$ cat src/rtl/uart_mmio_controller.sv
// uart_mmio_controller: 8N1 UART with a DATA/STATUS register interface.
// Define UART_RX_FIFO_EN to buffer received bytes in an RX_FIFO_DEPTH-entry FIFO instead of one holding register.
module uart_mmio_controller #(
    parameter int CLK_FREQ      = 70_000_000,
    parameter int BAUD          = 115200,
    parameter int RX_FIFO_DEPTH = 4
) (
    input  logic       clk,
    input  logic       rst_n,
    input  logic       req,
    input  logic       we,
    input  logic [2:0] addr,
    input  logic [7:0] wdata,
    output logic [7:0] rdata,
    output logic       ack,
    input  logic       rxd,
    output logic       txd
);
    localparam int DIV = CLK_FREQ / BAUD;
    localparam int CW  = $clog2(DIV);
`ifdef UART_RX_FIFO_EN
    localparam int DEPTH = RX_FIFO_DEPTH;
`else
    localparam int DEPTH = (RX_FIFO_DEPTH < 1) ? RX_FIFO_DEPTH : 1;
`endif
    localparam int PW   = (DEPTH > 1) ? $clog2(DEPTH) : 1;
    localparam int CNTW = $clog2(DEPTH + 1);

    typedef enum logic [1:0] {IDLE, START, DATA, STOP} state_t;

    state_t          tx_state_q, tx_state_d, rx_state_q, rx_state_d;
    logic [CW-1:0]   tx_cnt_q, tx_cnt_d, rx_cnt_q, rx_cnt_d;
    logic [2:0]      tx_bit_q, tx_bit_d, rx_bit_q, rx_bit_d;
    logic [7:0]      tx_shift_q, tx_shift_d, rx_shift_q, rx_shift_d;
    logic            txd_q, txd_d, ack_q, ack_d, ov_q, ov_d, fe_q, fe_d;
    logic [7:0]      rdata_q, rdata_d;
    logic            rx_s1_q, rx_s1_d, rx_s2_q, rx_s2_d, rx_prev_q, rx_prev_d;
    logic [7:0]      mem_q [2**PW], mem_d [2**PW];
    logic [PW-1:0]   rd_q, rd_d, wr_q, wr_d;
    logic [CNTW-1:0] cnt_q, cnt_d;

    logic wr_data, rd_data, rd_stat, pop, push, store, fe_set, avail, full, tx_tick, rx_tick, rx_half;
    logic [7:0] status;

    function automatic logic [PW-1:0] nxt(input logic [PW-1:0] p);
        return (p == PW'(DEPTH - 1)) ? '0 : p + 1'b1;
    endfunction

    assign wr_data = req & we & (addr == 3'd0);
    assign rd_data = req & ~we & (addr == 3'd0);
    assign rd_stat = req & ~we & (addr == 3'd5);
    assign avail   = cnt_q != '0;
    assign full    = cnt_q == CNTW'(DEPTH);
    assign pop     = rd_data & avail;
    assign status  = {2'b00, tx_state_q == IDLE, 2'b00, fe_q, ov_q, avail};
    assign tx_tick = tx_cnt_q == CW'(DIV - 1);
    assign rx_tick = rx_cnt_q == CW'(DIV - 1);
    assign rx_half = rx_cnt_q == CW'(DIV / 2 - 1);

    always_comb begin
        ack_d   = req;
        rdata_d = rd_stat ? status : (pop ? mem_q[rd_q] : 8'h00);
    end

    always_comb begin
        tx_state_d = tx_state_q;
        tx_bit_d   = tx_bit_q;
        tx_shift_d = tx_shift_q;
        txd_d      = txd_q;
        tx_cnt_d   = (tx_state_q == IDLE || tx_tick) ? '0 : tx_cnt_q + 1'b1;
        case (tx_state_q)
            IDLE: if (wr_data) begin
                tx_state_d = START;
                tx_shift_d = wdata;
                txd_d      = 1'b0;
            end
            START: if (tx_tick) begin
                tx_state_d = DATA;
                tx_bit_d   = 3'd0;
                txd_d      = tx_shift_q[0];
            end
            DATA: if (tx_tick) begin
                tx_state_d = (tx_bit_q == 3'd7) ? STOP : DATA;
                tx_bit_d   = tx_bit_q + 1'b1;
                tx_shift_d = {1'b0, tx_shift_q[7:1]};
                txd_d      = (tx_bit_q == 3'd7) ? 1'b1 : tx_shift_q[1];
            end
            default: if (tx_tick) tx_state_d = IDLE;
        endcase
    end

    // START samples mid-bit; every later sample lands one bit period on.
    always_comb begin
        rx_s1_d    = rxd;
        rx_s2_d    = rx_s1_q;
        rx_prev_d  = rx_s2_q;
        rx_state_d = rx_state_q;
        rx_bit_d   = rx_bit_q;
        rx_shift_d = rx_shift_q;
        rx_cnt_d   = rx_cnt_q + 1'b1;
        push       = 1'b0;
        fe_set     = 1'b0;
        case (rx_state_q)
            IDLE: begin
                rx_cnt_d   = '0;
                rx_state_d = (rx_prev_q & ~rx_s2_q) ? START : IDLE;
            end
            START: if (rx_half) begin
                rx_cnt_d   = '0;
                rx_bit_d   = 3'd0;
                rx_state_d = rx_s2_q ? IDLE : DATA;
            end
            DATA: if (rx_tick) begin
                rx_cnt_d   = '0;
                rx_shift_d = {rx_s2_q, rx_shift_q[7:1]};
                rx_bit_d   = rx_bit_q + 1'b1;
                rx_state_d = (rx_bit_q == 3'd7) ? STOP : DATA;
            end
            default: if (rx_tick) begin
                rx_state_d = IDLE;
                push       = rx_s2_q;
                fe_set     = ~rx_s2_q;
            end
        endcase
    end

    // A pop in the same cycle frees the slot, so a full store still lands.
    always_comb begin
        store = push & (~full | pop);
        mem_d = mem_q;
        if (store) mem_d[wr_q] = rx_shift_q;
        wr_d  = store ? nxt(wr_q) : wr_q;
        rd_d  = pop ? nxt(rd_q) : rd_q;
        cnt_d = cnt_q + CNTW'(store) - CNTW'(pop);
        ov_d  = (rd_stat ? 1'b0 : ov_q) | (push & full & ~pop);
        fe_d  = (rd_stat ? 1'b0 : fe_q) | fe_set;
    end

    always_ff @(posedge clk) mem_q <= mem_d;

    always_ff @(posedge clk or negedge rst_n) begin
        if (!rst_n) begin
            tx_state_q <= IDLE;
            rx_state_q <= IDLE;
            tx_cnt_q   <= '0;
            rx_cnt_q   <= '0;
            tx_bit_q   <= '0;
            rx_bit_q   <= '0;
            tx_shift_q <= '0;
            rx_shift_q <= '0;
            txd_q      <= 1'b1;
            ack_q      <= 1'b0;
            rdata_q    <= 8'h00;
            ov_q       <= 1'b0;
            fe_q       <= 1'b0;
            rx_s1_q    <= 1'b1;
            rx_s2_q    <= 1'b1;
            rx_prev_q  <= 1'b1;
            rd_q       <= '0;
            wr_q       <= '0;
            cnt_q      <= '0;
        end else begin
            tx_state_q <= tx_state_d;
            rx_state_q <= rx_state_d;
            tx_cnt_q   <= tx_cnt_d;
            rx_cnt_q   <= rx_cnt_d;
            tx_bit_q   <= tx_bit_d;
            rx_bit_q   <= rx_bit_d;
            tx_shift_q <= tx_shift_d;
            rx_shift_q <= rx_shift_d;
            txd_q      <= txd_d;
            ack_q      <= ack_d;
            rdata_q    <= rdata_d;
            ov_q       <= ov_d;
            fe_q       <= fe_d;
            rx_s1_q    <= rx_s1_d;
            rx_s2_q    <= rx_s2_d;
            rx_prev_q  <= rx_prev_d;
            rd_q       <= rd_d;
            wr_q       <= wr_d;
            cnt_q      <= cnt_d;
        end
    end

    assign txd   = txd_q;
    assign ack   = ack_q;
    assign rdata = rdata_q;
endmodule

$ cat config.mk
export PLATFORM = sky130hd
export DESIGN_NAME = uart_mmio_controller
export DESIGN_NICKNAME = d
export VERILOG_FILES = /design/src/rtl/uart_mmio_controller.sv
export SDC_FILE = /design/constraint.sdc
export NUM_CORES = 1
export LEC_CHECK = 0
export BUFFER_PORTS_ARGS = -buffer_cell sky130_fd_sc_hd__buf_2
export CORE_MARGIN = 4
export CORE_UTILIZATION = 53
export CTS_CLUSTER_DIAMETER = 40
export DETAILED_ROUTE_END_ITERATION = 12
export HOLD_SLACK_MARGIN = 0.1
export PLACE_DENSITY = 0.78
export SLEW_MARGIN = 20
export SYNTH_ARGS = -nofsm -noshare
export SYNTH_HDL_FRONTEND = slang
export SYNTH_SLANG_ARGS = --single-unit
$ cat constraint.sdc
create_clock -name clk -period 2.9 [get_ports clk]
set_input_delay 0.29 -clock clk [delete_from_list [all_inputs] [get_ports clk]]
set_output_delay 0.29 -clock clk [all_outputs]
set_load 0.005 [all_outputs]
==> run_results.csv <==
group,metric,value,unit
cts,h-tree-depth,3,
timing,fin_tns_setup,0,ps
synthesis,synth_top_area_cell,"dfrtp_1",
detailed_routing,final_antenna_net_count,0,
timing,hold_violations,0,
setup_path,critPathBufInv,2,
timing,worst_slack,801,ps
grt,grt_pass1_vias,2057,
detailed_routing,route.vias.total,2086,
synthesis,syn_area_per_cell,11.9,um2
setup_path,slowest_delay,440,ps
detailed_routing,drt_iter0_drc,87,
floorplan,die_h,86.4,um
power,leakagePower,0.00166,uW
grt,overflow,0,
floorplan,dieArea,7470,um2
setup_path,cp-start-kind,"flop",
timing,period_minus_slack,2100,ps
cts,cts_tree,"built",
detailed_routing,drc,0,
timing,timing.final.crit_share,72.4,%
cts,path_clk_slew,70,ps
detailed_routing,wire_per_inst,13.9,um
placement,gp_congestion,0.885,
synthesis,ys_ff_latch,70,
setup_path,required,2950,ps
synthesis,synth_area,3260,um2
grt,antenna_found_initial,0,
setup_path,slowest_stage,"dfrtp_1",
timing,drv_slew,0,
detailed_routing,drt_wl_total,5.35,mm
synthesis,ys_seq_area_share,55.1,%
detailed_routing,firstDrtPassIters,4,
setup_path,critPathKind,"reg2reg",
layout,nNetsFinal,333,
synthesis,async_reset_ff_share,88.6,%
setup_path,arrival,2150,ps
timing,finClkSkew,7.93,ps
cts,cts_buffers,9,
cts,cts.sinks,70,
placement,portBuffers,25,
synthesis,synth_most_common_cell,"dfrtp_1",
timing,rsz0062_at_grt,"no",
synthesis,ys_top_cells_by_area,"dfrtp_1 (45%), mux2_2 (9.0%), edfxtp_1 (7.4%)",
synthesis,ys_warn_count,0,
run_status,outcome,"finished clean",
layout,area_growth_syn_to_layout,13.3,%
power,power_density,768,nW/um2
setup_path,end_kind,"flop",
setup_path,reg2reg_depth,7,
floorplan,num_rows,28,
grt,grt_pass1_wl,9.27,mm
floorplan,io_pins,26,
synthesis,syn-instance-count,274,
job,cap_viol_max_count,0,
timing,fmax,476,MHz
synthesis,synth.distinct_cells,48,
cts,cts_root_buf,"clkbuf_8",
worst_hold_path,holdCritPathClass,"in2async",
setup_path,path_depth,7,
cts,postCtsSetupRepairBufs,0,
floorplan,start_util,54.7,%
power,ir_worst_vdd,0.509,mV
setup_path,path_cells,"inv_1, ha_1, nand4b_1, nor4b_2, nand3_1, a21oi_1, buf_4",
layout,diodes,0,
placement,dpl.hpwl,3.72,mm
placement,dp_slack,804,ps
grt,grt_max_degree,63,
floorplan,core_area,5960,um2
detailed_routing,vias_per_cell,5.42,
synthesis,synth_ff_type,"dfrtp_1",
timing,setup_violations,0,
synthesis,synthTopCellsByCount,"dfrtp_1 (58), mux2_2 (26), nor2_1 (24)",
timing,slew_headroom,48.7,%
synthesis,synth_edf_count,8,
cts,clock_latency,330,ps
cts,cts_buffer_depth,2,
grt,grt_usage,15.8,%
setup_path,worst_path_dominant_cell_family,"simple AND/OR/NAND/NOR gates",
setup_path,cp_max_fo,8,
floorplan,die_w,86.4,um
timing,tightest_slew,769,ps
synthesis,synth.top_cell.area_share,44.5,%
synthesis,synth.net_count,302,
layout,drive_above_1_share,26.1,%
==> through the flow <==
stage	util [%]	area, um2	std cells	hold WS [ps]	power, uW
2_1_floorplan	-	3260	274	-5.59	1840
3_3_place_gp	57.9	3450	367	348	1970
3_5_place_dp	57.9	3450	367	351	2000
4_1_cts	62.0	3690	385	132	2870
5_1_grt	62.0	3690	385	170	3010
6_report	62.0	3690	385	109	2840
==> power by group <==
part | internal [uW] | switching, uW
registers | 1150 | 150
clock network | 504 | 349
logic | 338 | 345
==> sequential cells by signal, summed over array words and instances (netlist names) <==
register and flops:
ack 1, avail 1, fe_q 1, mem_q 8
ov_q 1, rdata 8, rx_bit_q 3, rx_cnt_q 10
rx_prev_d 1, rx_prev_q 1, rx_s1_q 1, rx_shift_q 8
rx_state_q 2, tx_bit_q 3, tx_cnt_q 10, tx_shift_q 8
tx_state_q 2, txd 1
==> worst paths after layout <==
check | slack, ps | to | start
max | 800 | mem_q[15] | rx_cnt_q[0]
min | 110 | rdata[7] | rst_n
max reg2reg | 800 | mem_q[15] | rx_cnt_q[0]
min reg2reg | 360 | rx_prev_d | rx_s1_q
max in group asynchronous | 2270 | tx_cnt_q[2] | rst_n
min in group clk | 240 | rdata[0] | addr[0]
==> what timing repair did <==
action,CTS,global route
hold endpoints to repair,2,0
hold buffers,2,0
gates resized for setup,0,0
==> cells by family (layout without fill, tap and decap cells) <==
kind of cell | Yosys count | after routing | synth area share [%]
simple gates | 98 | 98 | 17.3
xor+xnor | 16 | 16 | 4.30
fa+ha+maj | 12 | 12 | 4.61
mux | 26 | 26 | 8.98
flops | 70 | 70 | 55.1
compound gates | 33 | 33 | 7.10
buf+inv | 19 | 55 | 2.61
==> worst reg2reg max path: stages, from the launching register on <==
cell	delay (ps)
dfrtp_1	440
inv_1	80
ha_1	140
nand4b_1	270
nor4b_2	390
nand3_1	160
a21oi_1	150
buf_4	180
==> cell type report <==
cell class / instances / area, um2
Tap cell: 75 / 93.8
Fill cell: 465 / 2260
Inverter: 9 / 33.8
Timing Repair Buffer: 30 / 168
Sequential cell: 70 / 1800
Clock buffer: 10 / 138
Clock inverter: 6 / 85.1
Multi-Input combinational cell: 185 / 1380
==> layer usage <==
layer	track usage, %	vias to the layer above	share of wire (%)
li1	-	1044	-
met5	0	-	0
met2	24.8	35	48
met3	3.14	10	3.3
met1	20.8	997	47
met4	8.07	0	1.8
==> cells in the final DEF (no fill, tap or decap), types with 2 or more instances in the layout <==
cell,synthesis,routed
a21oi_1,3,3
a22o_1,5,5
and2_1,5,5
and3_1,3,3
and4_1,2,2
buf_2,5,25
buf_4,0,3
bufinv_16,0,2
clkbuf_8,0,10
dfrtp_1,58,58
dfstp_2,4,4
dlygate4sd3_1,0,2
edfxtp_1,8,8
ha_1,12,12
inv_1,9,9
mux2_2,26,26
nand2_1,18,18
nand2b_1,3,3
nand3_1,10,10
nand4_1,5,5
nand4b_1,3,3
nor2_1,24,24
nor2b_1,4,4
nor3_1,4,4
nor4_1,5,5
nor4_2,2,2
o211ai_1,4,4
o21a_1,2,2
o21ai_0,7,7
o221ai_1,2,2
o2bb2ai_1,2,2
o31ai_1,2,2
xnor2_1,4,4
xor2_1,12,12
No activity file was read; power rests on OpenSTA's default activity.
